--- src/rtl/branch_resolution_unit.sv ---
// Branch resolution unit: holds fetch-time predictions in an in-order queue, checks each one
// against its execute-stage resolution, writes the BTB, and redirects fetch on a misprediction.
module branch_resolution_unit #(
  parameter int unsigned DEPTH = 4,
  parameter int unsigned CNT_W = 16
) (
  input  logic             clk,
  input  logic             clear,
  // fetch side
  input  logic             fetch_valid,
  output logic             fetch_ready,
  input  logic [31:0]      fetch_pc,
  input  logic             fetch_pred,
  input  logic [31:0]      fetch_target,
  // execute side
  input  logic             resolve_valid,
  input  logic             resolve_taken,
  input  logic [31:0]      resolve_target,
  // BTB update port
  output logic             update_en,
  output logic             update_outcome,
  output logic [31:0]      update_pc,
  output logic [31:0]      update_target,
  // redirect and status
  output logic             redirect,
  output logic [31:0]      redirect_pc,
  output logic             resolve_err,
  output logic [CNT_W-1:0] branch_cnt,
  output logic [CNT_W-1:0] mispred_cnt
);

  localparam int unsigned PTR_W = (DEPTH > 1) ? $clog2(DEPTH) : 1;
  localparam int unsigned OCC_W = $clog2(DEPTH + 1);

  typedef logic [PTR_W-1:0] ptr_t;
  typedef logic [OCC_W-1:0] occ_t;

  localparam occ_t OccFull = occ_t'(DEPTH);

  // queue storage
  logic [31:0] pc_mem_q   [DEPTH];
  logic [31:0] tgt_mem_q  [DEPTH];
  logic        pred_mem_q [DEPTH];

  ptr_t head_q, head_d;
  ptr_t tail_q, tail_d;
  occ_t occ_q, occ_d;

  logic        empty, full;
  logic        push, pop, flush, mispredict;
  logic [31:0] head_pc, head_tgt;
  logic        head_pred;

  // Queue status, handshake and misprediction detection on the head entry
  always_comb begin
    empty       = (occ_q == '0);
    full        = (occ_q == OccFull);
    pop         = resolve_valid && !empty;
    // a pop frees a slot in the same cycle, so a full queue still accepts alongside it
    fetch_ready = !full || pop;
    push        = fetch_valid && fetch_ready;
    head_pc     = pc_mem_q[head_q];
    head_tgt    = tgt_mem_q[head_q];
    head_pred   = pred_mem_q[head_q];
    mispredict  = (head_pred != resolve_taken) ||
                  (head_pred && resolve_taken && (head_tgt != resolve_target));
    flush       = pop && mispredict;
  end

  // Next pointer/occupancy state; a flush discards everything including a same-cycle push
  always_comb begin
    head_d = head_q;
    tail_d = tail_q;
    occ_d  = occ_q;
    if (flush) begin
      head_d = head_q + ptr_t'(1);
      tail_d = head_q + ptr_t'(1);
      occ_d  = '0;
    end else begin
      if (push) tail_d = tail_q + ptr_t'(1);
      if (pop)  head_d = head_q + ptr_t'(1);
      unique case ({push, pop})
        2'b10:   occ_d = occ_q + occ_t'(1);
        2'b01:   occ_d = occ_q - occ_t'(1);
        default: occ_d = occ_q;
      endcase
    end
  end

  // Pointer and occupancy registers
  always_ff @(posedge clk or posedge clear) begin
    if (clear) begin
      head_q <= '0;
      tail_q <= '0;
      occ_q  <= '0;
    end else begin
      head_q <= head_d;
      tail_q <= tail_d;
      occ_q  <= occ_d;
    end
  end

  // Queue entry write at the tail
  always_ff @(posedge clk or posedge clear) begin
    if (clear) begin
      for (int i = 0; i < int'(DEPTH); i++) begin
        pc_mem_q[i]   <= '0;
        tgt_mem_q[i]  <= '0;
        pred_mem_q[i] <= 1'b0;
      end
    end else if (push && !flush) begin
      pc_mem_q[tail_q]   <= fetch_pc;
      tgt_mem_q[tail_q]  <= fetch_target;
      pred_mem_q[tail_q] <= fetch_pred;
    end
  end

  // Registered BTB update and redirect; strobes pulse for one cycle per pop
  always_ff @(posedge clk or posedge clear) begin
    if (clear) begin
      update_en      <= 1'b0;
      update_outcome <= 1'b0;
      update_pc      <= '0;
      update_target  <= '0;
      redirect       <= 1'b0;
      redirect_pc    <= '0;
    end else begin
      update_en <= pop;
      redirect  <= flush;
      if (pop) begin
        update_outcome <= resolve_taken;
        update_pc      <= head_pc;
        update_target  <= resolve_taken ? resolve_target : head_tgt;
        redirect_pc    <= resolve_taken ? resolve_target : head_pc + 32'd4;
      end
    end
  end

  // Sticky error flag and saturating statistics counters
  always_ff @(posedge clk or posedge clear) begin
    if (clear) begin
      resolve_err <= 1'b0;
      branch_cnt  <= '0;
      mispred_cnt <= '0;
    end else begin
      if (resolve_valid && empty) resolve_err <= 1'b1;
      if (pop && (branch_cnt != '1))    branch_cnt  <= branch_cnt + CNT_W'(1);
      if (flush && (mispred_cnt != '1)) mispred_cnt <= mispred_cnt + CNT_W'(1);
    end
  end

endmodule

--- config.mk ---
export PLATFORM = sky130hd
export DESIGN_NAME = branch_resolution_unit
export DESIGN_NICKNAME = d
export VERILOG_FILES = /design/src/rtl/branch_resolution_unit.sv
export SDC_FILE = /design/constraint.sdc
export NUM_CORES = 1
export LEC_CHECK = 0
export ABC_AREA = 1
export CORE_ASPECT_RATIO = 0.9
export CORE_MARGIN = 3
export CORE_UTILIZATION = 30
export DETAILED_ROUTE_END_ITERATION = 8
export REMOVE_ABC_BUFFERS = 1
export SETUP_SLACK_MARGIN = 0.05
export SLEW_MARGIN = 20
export SYNTH_ARGS = -nofsm -noshare
export SYNTH_HDL_FRONTEND = slang
export SYNTH_SLANG_ARGS = --single-unit
--- constraint.sdc ---
create_clock -name clk -period 17.9 [get_ports clk]
set_clock_uncertainty 0.1 [all_clocks]
set_input_delay 3.58 -clock clk [delete_from_list [all_inputs] [get_ports clk]]
set_output_delay 3.58 -clock clk [all_outputs]
set_load 0.01 [all_outputs]
==> impl_results.html <==
<table>
<tr><th>Metric</th><th>Value</th></tr>
<tr><th colspan="2">Yosys</th></tr>
<tr><td>Share of the synthesized area in the top cell type</td><td>48.4%</td></tr>
<tr><td>Average cell area after synthesis</td><td>7.55 sq um</td></tr>
<tr><td>Largest area contributor in the netlist</td><td>sky130_fd_sc_hd__dfrtp_1</td></tr>
<tr><td>Cells after Synth</td><td>2,731</td></tr>
<tr><td>Count of state elements after synthesis</td><td>399</td></tr>
<tr><td>Number of warning messages in the yosys log</td><td>0</td></tr>
<tr><td>Biggest area contributors in the synthesized netlist</td><td>sky130_fd_sc_hd__dfrtp_1, sky130_fd_sc_hd__nand2_1, sky130_fd_sc_hd__nand4_1, sky130_fd_sc_hd__nor2_1, sky130_fd_sc_hd__inv_1</td></tr>
<tr><td>Library cells used by synthesis</td><td>31</td></tr>
<tr><td>Sequential fraction of the synthesis area</td><td>48.4%</td></tr>
<tr><td>Mapped Area</td><td>20,600 sq um</td></tr>
<tr><th colspan="2">Clock tree</th></tr>
<tr><td>Level count of the clock H-tree</td><td>2</td></tr>
<tr><td>Clock Pin Slew Worst Setup and Hold Paths</td><td>0.06 ns</td></tr>
<tr><td>TritonCTS buffer count</td><td>47</td></tr>
<tr><td>Number of clock sinks</td><td>399</td></tr>
<tr><td>Max clock buf depth</td><td>3</td></tr>
<tr><td>CTS tree</td><td>built</td></tr>
<tr><td>Post-cts gate resize count</td><td>0</td></tr>
<tr><td>Hold-fix buffer count after cts</td><td>0</td></tr>
<tr><td>Clock root buffer master</td><td>sky130_fd_sc_hd__clkbuf_16</td></tr>
<tr><td>Clock latency on the worst-skew pair</td><td>0.61 ns</td></tr>
<tr><td>Setup Fix Bufs, Post-CTS</td><td>0</td></tr>
<tr><th colspan="2">Timing</th></tr>
<tr><td>Setup repair after global routing missed its margin</td><td>false</td></tr>
<tr><td>Hold Fails Final Rpt</td><td>0</td></tr>
<tr><td>Worst hold margin</td><td>0.365 ns</td></tr>
<tr><td>Sum Neg Setup Slack</td><td>0 ns</td></tr>
<tr><td>Fraction of the cycle the final worst path needs</td><td>47.5%</td></tr>
<tr><td>Tightest Pin Transition</td><td>1.10 ns</td></tr>
<tr><td>Maximum clock frequency</td><td>118 MHz</td></tr>
<tr><td>Final number of max-transition violations</td><td>0</td></tr>
<tr><td>Worst slew slack as a fraction of its limit</td><td>26.5%</td></tr>
<tr><td>Shortest period the worst path allows</td><td>8.50 ns</td></tr>
<tr><td>Final setup violation count</td><td>0</td></tr>
<tr><th colspan="2">GRT</th></tr>
<tr><td>Largest net degree at the start of global routing</td><td>152</td></tr>
<tr><td>Number of global-route vias before repair</td><td>17,800</td></tr>
<tr><td>GRT Resource Usage Total</td><td>19.5%</td></tr>
<tr><td>First-pass GRT wire length</td><td>109 mm</td></tr>
<tr><td>Antenna violations before repair</td><td>16</td></tr>
<tr><td>Total global routing overflow</td><td>0</td></tr>
<tr><th colspan="2">Setup path</th></tr>
<tr><td>Worst path top cell family by delay</td><td>buffers and inverters</td></tr>
<tr><td>Worst setup EP type</td><td>output pin</td></tr>
<tr><td>Setup CP Type</td><td>input port to output pin</td></tr>
<tr><td>Biggest fanout along the worst timing path</td><td>2</td></tr>
<tr><td>Cell occurring most often along the worst timing path</td><td>sky130_fd_sc_hd__clkdlybuf4s50_1</td></tr>
<tr><td>Max incr delay on CP</td><td>0.55 ns</td></tr>
<tr><td>Critical path data required time</td><td>14.22 ns</td></tr>
<tr><td>Data arrival, critical path</td><td>4.82 ns</td></tr>
<tr><td>Worst setup SP type</td><td>input port</td></tr>
<tr><td>Highest-delay cell along the critical path</td><td>sky130_fd_sc_hd__clkdlybuf4s50_1</td></tr>
<tr><td>Crit-path cells</td><td>clkdlybuf4s50_1, inv_1, nand3_1, clkdlybuf4s50_1</td></tr>
<tr><td>CP bufs+invs</td><td>3</td></tr>
<tr><th colspan="2">Floorplan</th></tr>
<tr><td>Die Y-Extent</td><td>255 microns</td></tr>
<tr><td>Die Area</td><td>71,900 sq um</td></tr>
<tr><td>Starting density of the core</td><td>30.5%</td></tr>
<tr><td>Die Span X</td><td>282 microns</td></tr>
<tr><td>Top-Level Pins</td><td>235</td></tr>
<tr><td>Row count</td><td>90</td></tr>
<tr><td>Floorplan core area</td><td>67,600 sq um</td></tr>
<tr><th colspan="2">Route</th></tr>
<tr><td>Residual DRC count</td><td>0</td></tr>
<tr><td>Routed wire length</td><td>70.9 mm</td></tr>
<tr><td>Remaining antenna violation count</td><td>0</td></tr>
<tr><td>Number of detailed-route iterations in the first pass</td><td>5</td></tr>
<tr><td>Routed via count divided by cell count</td><td>5.02</td></tr>
<tr><td>Number of DRC markers after the initial detailed-route iteration</td><td>1,785</td></tr>
<tr><td>Total number of vias</td><td>18,900</td></tr>
<tr><td>Routed length per instance</td><td>18.8 microns</td></tr>
<tr><th colspan="2">Power</th></tr>
<tr><td>Static leakage power</td><td>12.2 nW</td></tr>
<tr><td>Total power</td><td>4.74 mW</td></tr>
<tr><td>Worst supply voltage drop on vdd</td><td>80.2 uV</td></tr>
<tr><td>Total power divided by cell area</td><td>189 nW/um^2</td></tr>
<tr><th colspan="2">Layout</th></tr>
<tr><td>Post-layout nets</td><td>2,959</td></tr>
<tr><td>FILL cells</td><td>7,068</td></tr>
<tr><td>Layout cells sized above 1</td><td>4.44%</td></tr>
<tr><td>Synth-to-layout area growth</td><td>21.5%</td></tr>
<tr><td>Summed area of non-filler cells in the final layout</td><td>25,100 sq um</td></tr>
<tr><th colspan="2">Placement</th></tr>
<tr><td>Hpwl dp</td><td>43.7 mm</td></tr>
<tr><td>Gpl congestion</td><td>0.868</td></tr>
<tr><td>Dpl cell area</td><td>23,400 sq um</td></tr>
<tr><td>I/O Buffers</td><td>234</td></tr>
<tr><th colspan="2">Outcome</th></tr>
<tr><td>Status</td><td>finished clean</td></tr>
<tr><th colspan="2">Run</th></tr>
<tr><td>Max-capacitance violation count</td><td>0</td></tr>
<tr><th colspan="2">Min path</th></tr>
<tr><td>Worst Hold Class</td><td>register to register</td></tr>
</table>
## cells in the mapped netlist
cell type and n:
sky130_fd_sc_hd__a31oi_1 29, sky130_fd_sc_hd__o21bai_1 1, sky130_fd_sc_hd__clkbuf_1 99, sky130_fd_sc_hd__nor2_2 5, sky130_fd_sc_hd__nand4_1 268, sky130_fd_sc_hd__o21ai_1 2
sky130_fd_sc_hd__buf_6 16, sky130_fd_sc_hd__nand2_1 1084, sky130_fd_sc_hd__xor2_1 31, sky130_fd_sc_hd__fa_1 1, sky130_fd_sc_hd__nor4_1 3, sky130_fd_sc_hd__o211ai_1 19
sky130_fd_sc_hd__inv_1 148, sky130_fd_sc_hd__dfrtp_1 399, sky130_fd_sc_hd__nand2_4 1, sky130_fd_sc_hd__nand3b_1 30, sky130_fd_sc_hd__nor3_2 1, sky130_fd_sc_hd__o22ai_1 4
sky130_fd_sc_hd__buf_1 9, sky130_fd_sc_hd__a21oi_1 28, sky130_fd_sc_hd__nor2_1 238, sky130_fd_sc_hd__buf_2 35, sky130_fd_sc_hd__inv_2 1, sky130_fd_sc_hd__nand3_1 108
sky130_fd_sc_hd__nand2_2 3, sky130_fd_sc_hd__buf_4 31, sky130_fd_sc_hd__nor3_1 13, sky130_fd_sc_hd__o21ai_0 103, sky130_fd_sc_hd__and3_1 2, sky130_fd_sc_hd__ha_1 8
sky130_fd_sc_hd__xnor2_1 11
## tightest hold or removal path, stage by stage (launching register included)
cell and delay [ns]:
sky130_fd_sc_hd__dfrtp_1 0.34, sky130_fd_sc_hd__nand2_1 0.05, sky130_fd_sc_hd__nand2_1 0.04
## logic make-up after synthesis
logic type / share of synthesized area (%)
fa+ha+maj: 0.583
simple gates: 36.7
buf+inv: 7.53
compound gates: 4.96
xor+xnor: 1.78
flops: 48.4
## report_power, final
part           switching [mW]  internal (mW)  leakage [nW]  total, mW
clock network           0.408          0.604         0.796       1.01
registers               0.240           1.30          4.97       1.54
logic                    1.46          0.725          6.44       2.19
total                    2.11           2.63          12.2       4.74
## cell type report
type                            count  area (sq um)  share of cell area, %
Sequential cell                   399          9990                   39.9
Multi-Input combinational cell   1993          9210                   36.8
Timing Repair Buffer              258          2530                   10.1
Clock buffer                       68          1370                   5.45
Tap cell                          874          1090                   4.37
Inverter                          149           579                   2.31
Clock inverter                     18           258                   1.03
Antenna cell                       10          25.0                 0.0999
## path summary, 6_finish.rpt
path / start / to / slack [ns] / cells after the start
setup reg to reg: head_q[0] / tgt_mem_q[30] / 11.61 / 20
setup / recovery: resolve_valid / fetch_ready / 9.40 / 4
hold / removal: pc_mem_q[15] / pc_mem_q[15] / 0.37 / 2
min in group asynchronous: clear / update_target[10] / 3.42 / 2
max in group asynchronous: clear / head_q[1] / 12.83 / 3
hold reg to reg: pc_mem_q[15] / pc_mem_q[15] / 0.37 / 2
## flip-flops by register name, summed over array words and instances (netlist names), 2 cells and up
name           flops
pc_mem_q         128
tgt_mem_q        128
redirect_pc       32
update_pc         32
update_target     32
branch_cnt        16
mispred_cnt       16
pred_mem_q         4
occ_q              3
head_q             2
tail_q             2
## layer usage
layer / global-route usage, % / part of all wire, % / wire length, microns / vias up
met5: 0 / 0.11 / 75 / -
met4: 5.91 / 2.2 / 1550 / 12
met3: 4.09 / 6.7 / 4730 / 99
met2: 31.2 / 46 / 32900 / 497
met1: 26.6 / 45 / 31600 / 9128
li1: - / - / - / 9173
## per-stage QoR
| stage | util, % | setup slack, ns | cells |
|---|---|---|---|
| 2_1_floorplan | - | 3.12 | 2541 |
| 3_3_place_gp | 34.6 | 9.40 | 3673 |
| 3_5_place_dp | 34.6 | 9.39 | 3673 |
| 4_1_cts | 37.0 | 9.39 | 3759 |
| 5_1_grt | 37.1 | 9.35 | 3764 |
| 6_report | 37.1 | 9.40 | 3769 |
## cell usage in the layout (no fill, tap or decap), types with 29 or more instances in the layout
| master | count |
|---|---|
| sky130_fd_sc_hd__xor2_1 | 31 |
| sky130_fd_sc_hd__a31oi_1 | 29 |
| sky130_fd_sc_hd__nand4_1 | 268 |
| sky130_fd_sc_hd__dfrtp_1 | 397 |
| sky130_fd_sc_hd__clkdlybuf4s50_1 | 233 |
| sky130_fd_sc_hd__clkbuf_16 | 47 |
| sky130_fd_sc_hd__nor2_1 | 237 |
| sky130_fd_sc_hd__nand2_1 | 1083 |
| sky130_fd_sc_hd__nand3_1 | 104 |
| sky130_fd_sc_hd__inv_1 | 144 |
| sky130_fd_sc_hd__nand3b_1 | 30 |
| sky130_fd_sc_hd__o21ai_0 | 103 |
No activity file was read; power rests on OpenSTA's default activity.
==> variant (same settings) <==
Remove the register `redirect`: a continuous assignment takes its place, so the output `redirect` follows one clock earlier. Comments in the files are not updated.
--- a/src/rtl/branch_resolution_unit.sv
+++ b/src/rtl/branch_resolution_unit.sv
@@ -124,3 +124,2 @@
       update_target  <= '0;
-      redirect       <= 1'b0;
       redirect_pc    <= '0;
@@ -128,3 +127,2 @@
       update_en <= pop;
-      redirect  <= flush;
       if (pop) begin
@@ -137,2 +135,4 @@
   end
+
+  assign redirect = flush;
 
Formal check against the unedited RTL: not equivalent (Yosys sat finds a counterexample within 4 cycles, from zero or initial values).
==> variant against the unedited design <==
Final area is 0.33% lower. Critical path depth up 10. Wire length increased by 2.1%. Via count rose by 0.14%. Maximum frequency fell by 21%. Area after synthesis decreased by 0.12%. Die area fell by 0.12%. Sequential cell count shrank 1. Power down 0.29%. Non-clock buffer count increased by 1. Worst setup slack lost 2.2 ns.
==> variant: results (changes against the unedited design) <==
status:
  status: "complete, no violations"  # unchanged
global_routing:
  grt_max_degree: 139  # was 152
  met2_usage: 0.3188  # was 0.3120
  grt_usage: 0.1983  # was 0.1950
  grt_pass1_vias: 17924  # was 17792
  antenna_found_initial: 14  # was 16
  grt_util_met3: 0.04879  # was 0.04092
  grt_pass1_wl_um: 110700  # was 109100 µm
  use_met1: 0.2701  # was 0.2659
clocking:
  clk_path_buf_depth: 3  # unchanged
  cts_resized: 0  # unchanged
  numCtsBuffers: 47  # unchanged
setup_path:
  crit_arrival_ns: 7.06  # was 4.82 ns
  cp_top_family: "buffers and inverters"  # unchanged
  rrSetupSlack_ns: 11.37  # was 11.61 ns
  cp_slowest_stage_delay_ns: 0.62  # was 0.55 ns
  worst-path-max-fanout: 119  # was 2
final_layout:
  drive_above_1_share: 0.04434  # was 0.04437
  nFillCells: 6995  # was 7068
route:
  wl_per_cell_um: 19.24  # was 18.81 µm
  drt_wl_total_um: 72430  # was 70910 µm
  drtPass1Iterations: 7  # was 5
  drtIter0Drc: 1769  # was 1785
  avgViaCountPerCell: 5.031  # was 5.017
logic_synthesis:
  ys_seq_area_frac: 0.4836  # was 0.4842
  synth_area_leaders: "dfrtp_1, nand2_1, nand4_1"  # unchanged
  synthTopCellsByCount: "nand2_1, dfrtp_1, nand4_1"  # unchanged
  synth_area_per_cell_um2: 7.544  # was 7.550 µm²
power:
  ir_drop_mv: 0.08719  # was 0.08015 mV
  p_leak_nw: 12.19  # was 12.21 nW
  switching_power_mw: 2.135  # was 2.111 mW
placement:
  pre_cts_slack_ns: 7.136  # was 9.393 ns
  hpwlAfterDp_um: 44180  # was 43710 µm
  place_congestion: 0.8403  # was 0.8677
timing:
  fmax_ghz: 0.09310  # was 0.1177 GHz
  tightest_slew_ns: 1.110  # was 1.103 ns
  hold_slack_ns: 0.3630  # was 0.3651 ns
[variant: final timing paths]
kind                              startpoint                end  cells past startpoint
max                        resolve_target[0]           redirect                     14
min                             pc_mem_q[20]       pc_mem_q[20]                      2
max reg2reg                        head_q[0]      tgt_mem_q[83]                     21
min reg2reg                     pc_mem_q[20]       pc_mem_q[20]                      2
max in group asynchronous              clear     redirect_pc[0]                      5
min in group asynchronous              clear  update_target[12]                      2
[variant: worst register-to-register path: stages, from the launching register on]
cell	delay, ns
dfrtp_4	0.71
inv_4	0.66
buf_4	0.86
nand2_1	0.14
nand2_1	0.09
nand2_1	0.08
nand2_1	0.11
nand2_1	0.05
nand2_1	0.05
nand2_1	0.10
nor2_1	0.24
nand2_1	0.21
nor2_1	0.13
nand2_1	0.06
nand2_1	0.07
nand2_2	0.09
nand2_8	0.55
buf_4	0.87
nand3_4	0.46
buf_4	0.52
nand2_1	0.19
nand2_1	0.06
[variant: cells by family (layout without fill, tap and decap cells)]
logic type,after synthesis,count (layout),synth area share
buffers and inverters,339,496,0.07539
and+or+nand+nor,1756,1756,0.3677
other,0,3,0
adders and majority gates,9,9,0.005833
AOI/OAI and AO/OA,186,186,0.04963
xor gates and xnor gates,42,42,0.01786
DFF,398,398,0.4836
[variant: power by group through the flow]
stage | Clock [mW] | Combinational (mW) | Sequential (mW)
after floorplan | 0 | 1.24 | 1.58
after global placement | 0 | 2.18 | 1.55
after detailed placement | 0 | 2.20 | 1.56
after CTS | 0.996 | 2.20 | 1.55
after global routing | 1.03 | 2.46 | 1.60
final | 0.976 | 2.20 | 1.55
[variant: cell type report]
class,count,share of cell area
sequential,398,0.3991
multi-input combinational,1993,0.3687
timing repair buffer,259,0.1021
clock buffer,73,0.05623
tap,874,0.04380
inverter,149,0.02315
clock inverter,15,0.006515
antenna,3,0.0003007
[variant: through the flow]
step,instance area (µm²),util,power [mW]
6_report,24970,0.3701,4.725
5_1_grt,24960,0.3701,5.091
4_1_cts,24940,0.3697,4.749
3_5_place_dp,23370,0.3465,3.760
3_3_place_gp,23370,0.3465,3.730
2_1_floorplan,19600,-,2.813
[variant: per-layer routing]
| layer | share of wire | vias up |
|---|---|---|
| met1 | 0.44 | 9144 |
| met4 | 0.020 | 20 |
| met5 | 0.0018 | - |
| met3 | 0.079 | 101 |
| li1 | - | 9138 |
| met2 | 0.46 | 532 |
